`config.mk`:
```
export PLATFORM = sky130hd
export DESIGN_NAME = trap_ctl
export DESIGN_NICKNAME = d
export VERILOG_FILES = /design/src/rtl/trap_ctl_pkg.sv /design/src/rtl/trap_ctl.sv
export SDC_FILE = /design/constraint.sdc
export NUM_CORES = 1
export LEC_CHECK = 0
export ABC_AREA = 1
export CORE_AREA = 2 2 334 336
export DETAILED_ROUTE_END_ITERATION = 7
export DIE_AREA = 0 0 336 338
export GPL_TIMING_DRIVEN = 1
export PLACE_DENSITY = 0.49
export SYNTH_ARGS = -nofsm -noshare
export SYNTH_HDL_FRONTEND = slang
export SYNTH_SLANG_ARGS = --single-unit
export TNS_END_PERCENT = 30
```
`constraint.sdc`:
```
create_clock -name clk -period 21.5 [get_ports clk]
set_input_delay 4.3 -clock clk [delete_from_list [all_inputs] [get_ports clk]]
set_output_delay 4.3 -clock clk [all_outputs]
set_load 0.005 [all_outputs]
```
`src/rtl/trap_ctl_pkg.sv`:
```
// Shared definitions for the trap-entry / trap-return controller.
package trap_ctl_pkg;

    localparam logic [1:0] PRIV_U = 2'b00;
    localparam logic [1:0] PRIV_S = 2'b01;
    localparam logic [1:0] PRIV_M = 2'b11;

    localparam int CAUSE_W = 6;

    typedef enum logic {
        TRAP_IDLE  = 1'b0,
        TRAP_REDIR = 1'b1
    } trap_state_t;

endpackage

```
`src/rtl/trap_ctl.sv`:
```
// Trap entry / xRET controller: owns trap CSRs and privilege, flushes the pipe and
// issues a PC redirect to fetch.
// Redirect handshake: redir_valid rises with redir_pc, both hold stable until a cycle
// with redir_valid && redir_ready; the transfer completes on that rising edge.
module trap_ctl
    import trap_ctl_pkg::*;
#(
    parameter int XLEN = 64
) (
    input  logic            clk,
    input  logic            rst,
    input  logic            exc,
    input  logic [XLEN-1:0] exc_cause,
    input  logic [XLEN-1:0] exc_val,
    input  logic [XLEN-1:0] mem_pc,
    input  logic            mret,
    input  logic            sret,
    input  logic            stall_mem,
    input  logic [XLEN-1:0] mtvec,
    input  logic [XLEN-1:0] stvec,
    input  logic [XLEN-1:0] medeleg,
    output logic [1:0]      priv,
    output logic [XLEN-1:0] mepc,
    output logic [XLEN-1:0] mcause,
    output logic [XLEN-1:0] mtval,
    output logic [XLEN-1:0] sepc,
    output logic [XLEN-1:0] scause,
    output logic [XLEN-1:0] stval,
    output logic            mstatus_mie,
    output logic            mstatus_mpie,
    output logic            mstatus_sie,
    output logic            mstatus_spie,
    output logic            mstatus_spp,
    output logic [1:0]      mstatus_mpp,
    output logic            t_flush,
    output logic            redir_valid,
    output logic [XLEN-1:0] redir_pc,
    input  logic            redir_ready,
    output logic            busy
);

    trap_state_t state;
    logic        to_s;
    logic        accept;

    // Vector mode bits are ignored: traps always land on the aligned BASE.
    logic [3:0] unused_vec_bits;
    assign unused_vec_bits = {mtvec[1:0], stvec[1:0]};

    assign to_s   = (priv != PRIV_M) && medeleg[exc_cause[CAUSE_W-1:0]];
    assign accept = (state == TRAP_IDLE) && !stall_mem && (exc || mret || sret);

    always_ff @(posedge clk or posedge rst) begin
        if (rst) begin
            state        <= TRAP_IDLE;
            busy         <= 1'b0;
            priv         <= PRIV_M;
            mepc         <= '0;
            mcause       <= '0;
            mtval        <= '0;
            sepc         <= '0;
            scause       <= '0;
            stval        <= '0;
            mstatus_mie  <= 1'b0;
            mstatus_mpie <= 1'b0;
            mstatus_sie  <= 1'b0;
            mstatus_spie <= 1'b0;
            mstatus_spp  <= 1'b0;
            mstatus_mpp  <= 2'b00;
            t_flush      <= 1'b0;
            redir_valid  <= 1'b0;
            redir_pc     <= '0;
        end else begin
            t_flush <= 1'b0;
            case (state)
                TRAP_IDLE: begin
                    if (accept) begin
                        // Priority exc > mret > sret; the losers are simply dropped.
                        if (exc) begin
                            if (to_s) begin
                                sepc         <= mem_pc;
                                scause       <= exc_cause;
                                stval        <= exc_val;
                                mstatus_spie <= mstatus_sie;
                                mstatus_sie  <= 1'b0;
                                mstatus_spp  <= priv[0];
                                priv         <= PRIV_S;
                                redir_pc     <= {stvec[XLEN-1:2], 2'b00};
                            end else begin
                                mepc         <= mem_pc;
                                mcause       <= exc_cause;
                                mtval        <= exc_val;
                                mstatus_mpie <= mstatus_mie;
                                mstatus_mie  <= 1'b0;
                                mstatus_mpp  <= priv;
                                priv         <= PRIV_M;
                                redir_pc     <= {mtvec[XLEN-1:2], 2'b00};
                            end
                        end else if (mret) begin
                            priv         <= mstatus_mpp;
                            mstatus_mie  <= mstatus_mpie;
                            mstatus_mpie <= 1'b1;
                            mstatus_mpp  <= PRIV_U;
                            redir_pc     <= mepc;
                        end else begin
                            priv         <= {1'b0, mstatus_spp};
                            mstatus_sie  <= mstatus_spie;
                            mstatus_spie <= 1'b1;
                            mstatus_spp  <= 1'b0;
                            redir_pc     <= sepc;
                        end
                        t_flush     <= 1'b1;
                        redir_valid <= 1'b1;
                        busy        <= 1'b1;
                        state       <= TRAP_REDIR;
                    end
                end
                TRAP_REDIR: begin
                    if (redir_valid && redir_ready) begin
                        redir_valid <= 1'b0;
                        busy        <= 1'b0;
                        state       <= TRAP_IDLE;
                    end
                end
                default: begin
                    state <= TRAP_IDLE;
                    busy  <= 1'b0;
                end
            endcase
        end
    end

endmodule
```
* Yosys cells after proc, flatten, opt, wreduce, memory -nomap -nowiden
Cells that the tools add are included.
** Storage, ports and cells
- Bits in registers :: 460
- Latch bits :: 0
- Bits in writable memories :: 0
- ROM bits :: 0
- Input bits :: 391
- Logic and storage cells :: 73
- Memories :: 0
** Operators by class
- $add $sub $neg :: 0
- $mul :: 0
- Divide/modulo/power cells :: 0
- $lt $le $gt $ge :: 1
- Equal/unequal tests :: 6
- Shift operators :: 0
- Multiplexer cells :: 33
- Bitwise logic cells :: 2
- Reductions and logical operators :: 14
** Operator list (count)
- $mux W64 :: 3
- $mux W1 :: 21
- $reduce_and A4 Y1 :: 4
- $mux W2 :: 6
- $ne A2 B2 Y1 const B :: 4
- $lt A6 B7 Y1 const B :: 1
- $bmux W1 S6 :: 1
- $logic_and A1 B1 Y1 :: 4
- $ne A2 B1 Y1 const B :: 2
- $pmux W1 S2 :: 2
- $reduce_and A2 Y1 :: 2
- $logic_or A1 B1 Y1 :: 2
- $not A1 Y1 :: 2
- $reduce_bool A2 Y1 :: 1
- $logic_not A1 Y1 :: 1

* Logic depth before layout (Yosys ltp)
- Depth after elaboration :: 5
- Gate-level depth with buffers :: 18
- Depth with buffers taken out :: 14

* Worst setup path before layout
OpenSTA, ideal clock, no wires.
- Kind :: in2reg
- Start point :: input exc_cause[1]
- End point :: register mtval[0]
- Arrival time :: 5910 ps
- Slack :: 15473 ps
- Stages on the path :: 17
- Path through :: buf_4 > inv_2 > buf_4 > nand3_1 > nand3_1 > nand2_1 > nand2_1 > nand3_1 > nand3_1 > nand2_4 > nand2_4 > nand3_2 > buf_6 > buf_4 > buf_6 > nand2_1 > nand2_1
** On the way
- Cells in the longest elaborated chain, start to end :: 5
** RTL lines
- start, declared :: line trap_ctl.sv:13 : input logic [XLEN-1:0] exc_cause,
- $bmux W1 S6 :: line trap_ctl.sv:50 : assign to_s = (priv != PRIV_M) && medeleg[exc_cause[CAUSE_W-1:0]];
- $mux W1 (implied by the code) :: line trap_ctl.sv:50
- $logic_and A1 B1 Y1 :: line trap_ctl.sv:50
- $not A1 Y1 (no source line)
- $reduce_and A4 Y1 (no source line)
- end signal, assigned :: line trap_ctl.sv:92 : mtval <= exc_val;
- end, declared :: line trap_ctl.sv:25 : output logic [XLEN-1:0] mtval,
Every way passes these cells. The select of a mux whose other input is x is not followed.
A chain may end at the register's enable or synchronous reset.

* Worst setup path in the final report
- Start point :: input exc_cause[1]
- End point :: register mtval[18]
The elaborated chain is that of the path after synthesis.

==> key figures <==
Route
  • Routed vias: 19,900
  • Post-route ant nets: 0
  • DRT Wirelength: 96,900 um
  • Avg WL per Cell: 20.5 um
  • DRC viols: 0
  • Number of DRC markers in iteration 0: 1,180
  • DR pass1 iterations: 5
  • Detail-routed via count per cell: 4.21

CTS
  • H-tree levels: 2
  • # clock sinks: 460
  • Root buffer cell: clkbuf_16
  • Postcts setup bufs: 0
  • Number of buffers created by CTS: 58
  • Worst-Skew Late Latency: 0.66 ns
  • CTS Buffer Depth: 3
  • TritonCTS clock tree: done
  • Post-CTS Resized: 0
  • CTS Hold Bufs: 0
  • Reg clk slew, reported paths: 0.06 ns

Synth
  • Sequential element share of the synthesized area: 0.567
  • Commonest cells in the netlist: nand2_1, dfrtp_1, o21ai_0, nand3_1, clkbuf_1
  • Post-synth top flop: dfrtp_1
  • Mapped cell area: 20,300 um2
  • EDFF count, synth: 0
  • Post-synthesis register bit count: 460
  • Mapped Avg Cell Area: 8.39 um2
  • Yosys top cell by area: dfrtp_1
  • Synth Net Count: 2,811
  • Synth top area share: 0.564
  • Async SR Flop Fraction: 1.00
  • Yosys warns: 0
  • Post-synth cell types: 26
  • Post-Synthesis Cells: 2,420
  • Largest cells by area after synthesis: dfrtp_1, nand2_1, o21ai_0
  • Top-count cell post-synth: nand2_1

Place
  • Final Wtd Congestion: 0.828
  • PortBufs: 846
  • DP HPWL: 66,400 um
  • Cells after DPL: 4,604
  • Dpl ws: 10.49 ns
  • Area after DPL: 30,000 um2

STA
  • Min cycle time layout: 10.15 ns
  • Slew margin rel.: 0.325
  • Final Hold Fails: 0
  • Unrepaired setup endpoints after global routing: no
  • Final setup viols: 0
  • Final Skew: 0.0227 ns
  • Fin crit share: 0.472
  • Slew Limit Fails: 0
  • Final setup margin: 11.35 ns
  • Setup TNS: 0 ns
  • Worst-margin pin slew: 1.01 ns
  • FMAX: 98.5 MHz

Cells and area
  • Fin cells: 4,724
  • Area growth from synthesis to layout: 57.7%
  • Share of cells above drive strength 1: 0.0639
  • Number of fill cells: 11,700
  • Nets: 3,567
  • Fin util: 0.291
  • Design area: 32,000 um2

Floorplan
  • Core area: 110,000 um2
  • Die ar.: 114,000 um2
  • IO Count: 851
  • Std-Cell Rows: 122
  • Initial core utilization: 0.184
  • Die Height: 338 um
  • Die width: 336 um

GRT
  • GRT Total Usage: 0.163
  • Remaining Overflow, GRT: 0
  • Largest net degree at the start of global routing: 145
  • Vias in the first global route: 19,700
  • First-pass GRT wire length: 139,000 um
  • Initial antenna violation count: 13

Setup path
  • CP max FO: 79
  • WP data required: 22.08 ns
  • CP endpoint kind: flip-flop
  • Worst setup SP type: input port
  • Crit Path Class: input port to flip-flop
  • WP data arrival: 10.73 ns

Pwr
  • Reg power frac: 0.354
  • Gate power share: 0.412
  • Static Leak: 0.0145 uW
  • NetSw: 1510 uW
  • Max VDD drop: 73.6 uV
  • Sw Share: 0.345
  • Int Pwr: 2870 uW
  • Clock share of power: 0.234
  • Pwr/cell area: 137 nW/um2

Run
  • Max Cap Violations: 0

Run status
  • Status: finished clean

Worst hold path
  • Worst Hold Class: flip-flop to flip-flop
[placed cells by master (no fill, tap or decap), types with 3 or more instances in the layout]
cell,instances
bufinv_16,3
a221oi_1,62
clkinvlp_4,3
diode_2,10
clkbuf_8,19
clkbuf_1,13
clkbuf_16,58
nor2_1,3
inv_1,70
nand4_1,65
clkinv_2,8
nor2_4,3
or2_2,63
clkdlybuf4s50_1,845
o21ai_0,206
nand2_1,1113
nand3_1,180
dfrtp_1,458
buf_4,28
[cell type report]
| type | instances | area (um2) | share of cell area |
|---|---|---|---|
| sequential | 460 | 11500 | 0.360 |
| timing repair buffer | 875 | 8710 | 0.272 |
| multi-input combinational | 1705 | 7600 | 0.238 |
| tap | 1488 | 1860 | 0.0581 |
| clock buffer | 90 | 1760 | 0.0550 |
| inverter | 76 | 300 | 0.00938 |
| clock inverter | 20 | 244 | 0.00762 |
| antenna | 10 | 25.0 | 0.000782 |
[worst paths after layout]
path / startpoint / to / slack (ns) / cells after the start
max: exc_cause[1] / mtval[18]$_DFFE_PP0P_ / 11.35 / 17
min: mcause[16]$_DFFE_PP0P_ / mcause[16]$_DFFE_PP0P_ / 0.48 / 2
max reg2reg: priv[1]$_DFFE_PP1P_ / mtval[18]$_DFFE_PP0P_ / 16.76 / 9
min reg2reg: mcause[16]$_DFFE_PP0P_ / mcause[16]$_DFFE_PP0P_ / 0.48 / 2
max in group asynchronous: rst / mcause[31]$_DFFE_PP0P_ / 14.39 / 5
min in group asynchronous: rst / scause[6]$_DFFE_PP0P_ / 4.19 / 2
[critical path: stages]
cell and delay [ns]:
clkdlybuf4s50_1 0.86, inv_2 0.53, nand3_1 0.16, nand3_1 0.13
nand2_1 0.07, nand2_1 0.05, nand3_1 0.07, nand3_1 0.13
nand2_4 0.29, nand2_4 0.13, buf_4 0.64, nand3_4 0.58
inv_6 0.69, buf_4 0.72, buf_4 0.63, nand2_1 0.33
nand2_1 0.13
[registers in the layout, summed over array words and instances (netlist names), 2 cells and up]
register	flops
mcause	64
mepc	64
mtval	64
redir_pc	64
scause	64
sepc	64
stval	64
mstatus_mpp	2
priv	2
[through the flow]
stage	power [uW]	hold WS, ns
floorplan	2120	0.470
global placement	3370	0.462
detailed placement	3380	0.464
CTS	4440	0.480
global route	4670	0.498
finish	4380	0.475
[power groups by stage]
stage	logic [uW]	clock network, uW	registers, uW
finish	1800	1020	1550
global route	1980	1100	1600
CTS	1840	1060	1550
detailed placement	1830	0	1550
global placement	1830	0	1540
floorplan	573	0	1550
[cells by family (layout without fill, tap and decap cells)]
group           Yosys count  count (layout)  share of synthesized area
compound gates          273             273                     0.0791
buf+inv                 255            1061                     0.0608
simple gates           1432            1432                      0.293
flops                   460             460                      0.567
other cells               0              10                          0
[per-layer routing]
metal / vias up / part of all wire / routed length [um] / GRT usage
met2: 718 / 0.46 / 45000 / 0.263
met4: 4 / 0.030 / 2930 / 0.0546
met5: - / 0.00027 / 26 / 0
li1: 9376 / - / - / -
met3: 133 / 0.092 / 8930 / 0.0592
met1: 9634 / 0.41 / 40000 / 0.202
Note: power is estimated with default switching activity, not from simulation.
